--- config.mk ---
export PLATFORM = sky130hd
export DESIGN_NAME = sound_pwm_out
export DESIGN_NICKNAME = d
export VERILOG_FILES = /design/src/rtl/sound_pkg.sv /design/src/rtl/pwm_frame_counter.sv /design/src/rtl/sound_pwm_out.sv
export SDC_FILE = /design/constraint.sdc
export NUM_CORES = 1
export LEC_CHECK = 0
export CAP_MARGIN = 0
export CORE_MARGIN = 3
export CORE_UTILIZATION = 30
export DETAILED_ROUTE_END_ITERATION = 12
export PLACE_DENSITY = 0.56
export REMOVE_ABC_BUFFERS = 1
export SLEW_MARGIN = 5
export SYNTH_ARGS = -nofsm -noshare
export SYNTH_HDL_FRONTEND = slang
export SYNTH_SLANG_ARGS = --single-unit
--- constraint.sdc ---
create_clock -name clk -period 3.1 [get_ports clk]
set_input_delay 0.31 -clock clk [delete_from_list [all_inputs] [get_ports clk]]
set_output_delay 0.31 -clock clk [all_outputs]
set_load 0.01 [all_outputs]
--- src/rtl/sound_pkg.sv ---
`default_nettype none
// sound_pkg: shared state encoding and default sizes for the speaker PWM path.
package sound_pkg;
  localparam int PWM_BITS_DEF  = 9;
  localparam int MID_LEVEL_DEF = 256;
  localparam int FRAME_LEN     = 1 << PWM_BITS_DEF;

  typedef enum logic [1:0] {
    ST_OFF       = 2'd0,
    ST_RAMP_UP   = 2'd1,
    ST_RUN       = 2'd2,
    ST_RAMP_DOWN = 2'd3
  } state_t;
endpackage
`default_nettype wire

--- src/rtl/pwm_frame_counter.sv ---
`default_nettype none
// pwm_frame_counter: free-running frame counter, frame_start pulse, boundary flag
// and the registered level compare that produces the PWM output.
module pwm_frame_counter
  import sound_pkg::*;
#(
  parameter int PWM_BITS = PWM_BITS_DEF
) (
  input  logic                clk,
  input  logic                rst_n,
  input  logic [PWM_BITS-1:0] level,
  output logic                boundary,
  output logic                frame_start,
  output logic                pwm_out
);

  logic [PWM_BITS-1:0] cnt_q, cnt_d;
  logic                frame_start_q, frame_start_d;
  logic                pwm_q, pwm_d;

  // level is the value that applies from the next clock, so the compare uses
  // next-cycle count and the new level is already in effect at cnt==0.
  always_comb begin
    cnt_d         = cnt_q + 1'b1;
    frame_start_d = (cnt_d == '0);
    pwm_d         = (cnt_d < level);
  end

  always_ff @(posedge clk or negedge rst_n) begin
    if (!rst_n) begin
      cnt_q         <= '0;
      frame_start_q <= 1'b0;
      pwm_q         <= 1'b0;
    end else begin
      cnt_q         <= cnt_d;
      frame_start_q <= frame_start_d;
      pwm_q         <= pwm_d;
    end
  end

  assign boundary    = (cnt_q == '1);
  assign frame_start = frame_start_q;
  assign pwm_out     = pwm_q;

endmodule
`default_nettype wire

--- src/rtl/sound_pwm_out.sv ---
`default_nettype none
// sound_pwm_out: converts the tone generator sample stream to speaker PWM with
// pop-free ramp-up/ramp-down and amplifier enable control.
module sound_pwm_out
  import sound_pkg::*;
#(
  parameter int PWM_BITS    = PWM_BITS_DEF,
  parameter int MID_LEVEL   = MID_LEVEL_DEF,
  parameter int RAMP_FRAMES = 1
) (
  input  logic                clk,
  input  logic                rst_n,
  input  logic [PWM_BITS-1:0] sample,
  input  logic                enable,
  output logic                pwm_out,
  output logic                amp_en,
  output logic                frame_start,
  output logic                running
);

  localparam logic [PWM_BITS-1:0] MID      = PWM_BITS'(MID_LEVEL);
  localparam logic [PWM_BITS-1:0] ONE      = PWM_BITS'(1);
  localparam logic [7:0]          DIV_LAST = 8'(RAMP_FRAMES - 1);

  state_t              state_q, state_d;
  logic [PWM_BITS-1:0] level_q, level_d;
  logic [7:0]          div_q, div_d;
  logic                amp_en_q, amp_en_d;
  logic                running_q;
  logic                boundary;
  logic                step;

  always_comb begin
    state_d  = state_q;
    level_d  = level_q;
    div_d    = div_q;
    amp_en_d = amp_en_q;
    step     = (div_q == DIV_LAST);
    if (boundary) begin
      div_d = step ? 8'd0 : div_q + 8'd1;
      case (state_q)
        ST_OFF: begin
          level_d = '0;
          if (enable) begin
            state_d  = ST_RAMP_UP;
            amp_en_d = 1'b1;
          end
        end
        ST_RAMP_UP: begin
          if (!enable) begin
            state_d = ST_RAMP_DOWN;
          end else if (level_q == MID) begin
            state_d = ST_RUN;
            level_d = sample;
          end else if (step) begin
            level_d = (level_q < MID) ? level_q + 1'b1 : level_q - 1'b1;
          end
        end
        ST_RUN: begin
          if (!enable) state_d = ST_RAMP_DOWN;
          else         level_d = sample;
        end
        ST_RAMP_DOWN: begin
          if (enable) begin
            state_d = ST_RAMP_UP;
          end else if (level_q == '0) begin
            state_d  = ST_OFF;
            amp_en_d = 1'b0;
          end else if (step) begin
            level_d = level_q - 1'b1;
            // Amplifier drops at the same boundary the level reaches zero.
            if (level_q == ONE) begin
              state_d  = ST_OFF;
              amp_en_d = 1'b0;
            end
          end
        end
        default: begin
          state_d  = ST_OFF;
          level_d  = '0;
          amp_en_d = 1'b0;
        end
      endcase
      if (state_d != state_q) div_d = 8'd0;
    end
  end

  always_ff @(posedge clk or negedge rst_n) begin
    if (!rst_n) begin
      state_q   <= ST_OFF;
      level_q   <= '0;
      div_q     <= 8'd0;
      amp_en_q  <= 1'b0;
      running_q <= 1'b0;
    end else begin
      state_q   <= state_d;
      level_q   <= level_d;
      div_q     <= div_d;
      amp_en_q  <= amp_en_d;
      running_q <= (state_d == ST_RUN);
    end
  end

  pwm_frame_counter #(
    .PWM_BITS(PWM_BITS)
  ) u_frame (
    .clk        (clk),
    .rst_n      (rst_n),
    .level      (level_d),
    .boundary   (boundary),
    .frame_start(frame_start),
    .pwm_out    (pwm_out)
  );

  assign amp_en  = amp_en_q;
  assign running = running_q;

endmodule
`default_nettype wire

Word level (Yosys, flattened, before mapping)
Index checks and enable logic that the tools add are counted.

word-level totals
  register bits after elaboration = 32
  bits of input ports = 12

operators by class
  $add $sub $neg = 4
  order comparisons = 2
  equal/unequal tests = 12
  mux-type cells = 29
  reduce and logical (&&, ||, !) cells = 6

operators by type and width
  kind                                                                   number
  9-bit two-way mux                                                      9
  9-bit case mux with 4 select lines                                     1
  2-bit two-way mux                                                      10
  9-bit by 1-bit adder with 9-bit output, second input constant          2
  9-bit equality test, second input constant                             2
  9-bit zero test                                                        2
  8-bit two-way mux                                                      2
  9-bit by 1-bit equality test with 1-bit output, second input constant  1
  9-bit less-than comparator                                             1
  9-bit less-than comparator, second input constant                      1
  9-bit by 1-bit subtractor with 9-bit output, second input constant     1
  8-bit by 1-bit adder with 8-bit output, second input constant          1
  8-bit zero test                                                        1
  2-bit case mux with 4 select lines                                     1
  2-bit equality test, second input constant                             3
  3-bit inequality test, second input constant                           2
  6-bit AND reduction                                                    1
  1-bit two-way mux                                                      5
  2-bit inequality test, second input constant                           2
  2-bit by 1-bit equality test with 1-bit output, second input constant  1
  2-bit zero test                                                        1
  2-bit inequality test                                                  1
  1-bit case mux with 2 select lines                                     1
  2-bit nonzero test                                                     1

Logic depth before layout (Yosys ltp)
  depth after elaboration = 9
  depth in mapped cells = 15
  gate-level depth less buffers = 14

Modules after synthesis
From an unflattened synthesis, not the netlist that was laid out.

unflattened totals
  cells, all modules = 339
  area, all modules = 2,824.0 um2

modules (own cells, without submodules)
  module             times used  cells each  area each (um2)  seq. area each (um2)
  sound_pwm_out      1           275         2,147.1          525.5
  pwm_frame_counter  1           64          676.9            275.3

Worst setup path after synthesis
Ideal clock, no wire load.

  kind = register to register
  start = register level_q[0]
  end = register u_frame.pwm_q, in the netlist u_frame.pwm_out
  arrival = 3,189 ps
  path slack = -171 ps
  cell stages (with the launch flop) = 16
  path buffers = 2
  clock period less this slack = 3,271 ps
  cell sequence = dfrtp_1 inv_1 ha_1 or4b_1 buf_2 nor3_1 buf_2 o21ai_0 nor3b_1 a22o_1 ha_1 a21o_1 a21o_1 a21oi_1 o211ai_1 a31oi_1

on the way
  cells in the longest elaborated chain, start to end = 8

RTL lines
  item                                                                 line                                      source
  start: declaration                                                   sound_pwm_out.sv:26                       logic [PWM_BITS-1:0] level_q, level_d;
  start signal: assignment                                             sound_pwm_out.sv:97                       level_q <= level_d;
  9-bit by 1-bit subtractor with 9-bit output (tied with other cells)  sound_pwm_out.sv:56, sound_pwm_out.sv:70
  9-bit two-way mux                                                    sound_pwm_out.sv:56                       level_d = (level_q < MID) ? level_q + 1'b1 : level_q - 1'b1;
  9-bit two-way mux                                                    sound_pwm_out.sv:55                       end else if (step) begin
  9-bit two-way mux                                                    sound_pwm_out.sv:52                       end else if (level_q == MID) begin
  9-bit two-way mux                                                    sound_pwm_out.sv:50                       if (!enable) begin
  9-bit case mux with 4 select lines                                   sound_pwm_out.sv:41                       case (state_q)
  9-bit two-way mux (*)                                                sound_pwm_out.sv:39                       if (boundary) begin
  9-bit less-than comparator (*)                                       pwm_frame_counter.sv:26                   pwm_d = (cnt_d < level);
  net u_frame.pwm_d                                                    pwm_frame_counter.sv:19                   logic pwm_q, pwm_d;
  end signal: assignment                                               pwm_frame_counter.sv:37                   pwm_q <= pwm_d;
  end: declaration                                                     pwm_frame_counter.sv:19

Mark *: on every way through the listed nets, which the timed path passes. The rest lies on a longest branch.
A chain may end at the register's enable or synchronous reset.

Final worst setup path
  start = register level_q[1]
  end = register u_frame.pwm_q, in the netlist u_frame.pwm_out

The elaborated chain is that of the path after synthesis.

==> impl_metrics.csv <==
group,metric,value,unit
timing,setup_slack,-0.000561,ns
timing,hold_slack,0.440,ns
die,initial_core_util,31.8,%
power,power.static_leakage,1.55,nW
placed_design,place.gp.congestion,0.920,
critical_path,critical_path_required,3.27,ns
placed_design,io_buffers,15,
timing,hold_viol,0,
clock_tree,ctsHoldBuffers,0,
power,p_per_area,211,nW/um^2
critical_path,ff2ff_path_depth,15,
placed_design,preCtsSetupSlack,-0.0971,ns
logic_synthesis,ys_types,66,
critical_path,cp-startpoint,"level_q[1]$_DFF_PN0_",
drt,vias,3064,
die,pin_count,16,
logic_synthesis,ys_warn_count,0,
timing,tightest_slew,0.528,ns
critical_path,slowest_stage,"or4b_4",
layout,fill_cells,899,
logic_synthesis,synth_top_area_share,28.2,%
drt,first_pass_iters,5,
min_path,hp-class,"input port to async pin",
timing,fin_skew,0.0103,ns
clock_tree,clock_sinks,32,
logic_synthesis,synth-seq-area-share,28.2,%
logic_synthesis,synthCells,342,
logic_synthesis,synth_top_cells_by_area,"dfrtp_1, ha_1, o21ai_0, nand2_1, a21oi_1",
critical_path,crit_path_end_kind,"register",
logic_synthesis,synth_area,2840,um^2
global_routing,grtUsageTotal,19.0,%
clock_tree,clk_latency,0.29,ns
critical_path,worstPathMaxFanout,8,
global_routing,grt_pass1_wl,15700,um
placed_design,dpl.hpwl,7310,um
drt,totalWireLength,9920,um
layout,layout_commonest_cell,"buf_4",
timing,slew-limit-headroom,64.5,%
logic_synthesis,syn_avg_cell_area,8.30,um^2
clock_tree,h-tree-depth,2,
critical_path,path_common_cell,"ha_4",
layout,diodes,0,
timing,setup_viol,1,
global_routing,antenna_found_initial,0,
critical_path,r2r_start,"level_q[1]$_DFF_PN0_",
timing,final-max-slew-violation-count,0,
timing,max_freq,323,MHz
global_routing,grt_pass1_vias,2985,
clock_tree,cts_tree,"yes",
logic_synthesis,synth_edf_count,0,
logic_synthesis,yosys.area.top_type,"dfrtp_1",
critical_path,rrSetupSlack,-0.0006,ns
critical_path,cp.buffers_inverters,3,
critical_path,r2r_end,"u_frame.pwm_out$_DFF_PN0_",
layout,area_growth,35.4,%
critical_path,path_class,"register to register",
logic_synthesis,synthFlopType,"dfrtp_1",
power,ir_worst_vdd,0.144,mV
run_status,status,"finished with violations",
global_routing,grt.overflow.total,0,
critical_path,max_stage_delay,0.51,ns
clock_tree,cts.clk_slew.worst_paths,0.08,ns
global_routing,grt_max_degree,33,
die,dieHeight,103,um
layout,drive_gt1_share,29.5,%
clock_tree,cts-root-buf,"clkbuf_8",
job,maxCapViolCount,0,
critical_path,path_cells,"inv_2 > ha_4 > or4b_4 > nor3_4 > buf_6 > buf_12 > o31a_1 > o21ai_2 > a32o_2 > ha_4 > nand4_1 > nor2_2 > a21oi_1 > o211ai_1 > a31oi_1",
run_status,violations,"negative setup slack",
critical_path,start_kind,"register",
layout,num-nets-final,440,
die,fp.dieW,103,um
critical_path,critPathTopFamily,"simple AND/OR/NAND/NOR gates",
timing,period_minus_slack,3.10,ns
drt,viasPerCell,5.88,
timing,grt_setup_unrepaired,"true",
die,dieArea,10700,um^2
drt,drt_iter0_markers,260,
drt,ant_nets,0,
drt,wl_per_cell,19.0,um
layout,final_cell_mix,"buf_4, dfrtp_1, nand2_1, o21ai_0, a21oi_1",
logic_synthesis,synth_seq_cells,32,
clock_tree,numCtsBuffers,5,
die,rows,34,
critical_path,arrival,3.27,ns
logic_synthesis,async_reset_ff_share,100,%
die,coreArea,8930,um^2
clock_tree,clock_path_buffers,2,
drt,drc_errors,0,
timing,finalCritPeriodShare,100,%
cell usage after synthesis (3+ instances only):
master,number
a21o_1,7
a21oi_1,18
a22oi_1,3
a31oi_1,5
a32o_1,3
a32oi_1,5
and3_1,10
buf_4,3
buf_6,3
clkbuf_1,15
dfrtp_1,32
ha_1,16
inv_1,13
mux2i_1,5
nand2_1,28
nand2b_1,4
nand3_1,17
nand4_1,4
nor2_1,15
nor2b_1,6
nor3_1,12
nor3b_1,6
nor4_1,6
nor4b_1,4
o211ai_1,4
o21ai_0,24
o22ai_1,5
o31a_1,4
o31ai_1,5
o41ai_1,3
xnor2_1,5
xor2_1,5
flip-flops by register name, summed over array words and instances, names as in the netlist:
signal	cells
state_q	2
u_frame.pwm_out	1
running	1
u_frame.cnt_q	9
amp_en	1
div_q	8
u_frame.frame_start	1
level_q	9
kinds of logic after synthesis:
logic type,Yosys count,synth area share [%]
mux,5,1.76
buf+inv,38,6.35
compound gates,114,28.3
flops,32,28.2
simple gates,127,25.2
xor+xnor,10,3.09
fa+ha+maj,16,7.05
cell type report:
| class | count | area, um^2 | area share, % |
|---|---|---|---|
| clock inverters | 2 | 10.0 | 0.261 |
| flip-flops and latches | 32 | 801 | 20.8 |
| well taps | 108 | 135 | 3.52 |
| clock buffers | 6 | 82.6 | 2.15 |
| inverters | 14 | 56.3 | 1.47 |
| multi-input cells | 272 | 2050 | 53.4 |
| repair buffers | 87 | 707 | 18.4 |
repair_timing:
| item | 4_1_cts | 5_1_grt |
|---|---|---|
| endpoints found under the setup margin | 1 | 1 |
| buffers inserted | 0 | 4 |
| pin swaps | 0 | 18 |
| gates resized for setup | 9 | 37 |
per-layer routing:
layer | GRT usage, % | wire length [um] | up-vias
met1 | 25.8 | 4310 | 1455
met5 | 0 | 0 | -
met3 | 4.29 | 754 | 22
met4 | 5.38 | 213 | 0
met2 | 30.5 | 4640 | 133
li1 | - | - | 1454
how the worst max path moves through the flow:
stage | endpoint | depth (start not counted)
after CTS | u_frame.pwm_out$_DFF_PN0_ | 14
after global placement | u_frame.pwm_out$_DFF_PN0_ | 11
after global routing | u_frame.pwm_out$_DFF_PN0_ | 15
final | u_frame.pwm_out$_DFF_PN0_ | 15
after floorplan | u_frame.pwm_out$_DFF_PN0_ | 13
after detailed placement | u_frame.pwm_out$_DFF_PN0_ | 13
stage by stage:
step	total power [W]	std cells	TNS [ns]	cell area (um^2)	util [%]
floorplan	0.000438	318	-0.491	2710	-
global placement	0.000475	509	-0.0634	3510	39.2
detailed placement	0.000475	509	-0.0971	3510	39.2
CTS	0.000820	517	0	3640	40.7
global route	0.000850	521	-0.165	3840	43.0
finish	0.000809	521	-0.000561	3840	43.0
power breakdown:
part            total, W  internal (W)  switching, W
registers       0.000417      0.000417             0
logic          0.0000502     0.0000220     0.0000283
clock network   0.000342      0.000177      0.000164
total           0.000809      0.000616      0.000193
Power figures use the tool's default switching activity.
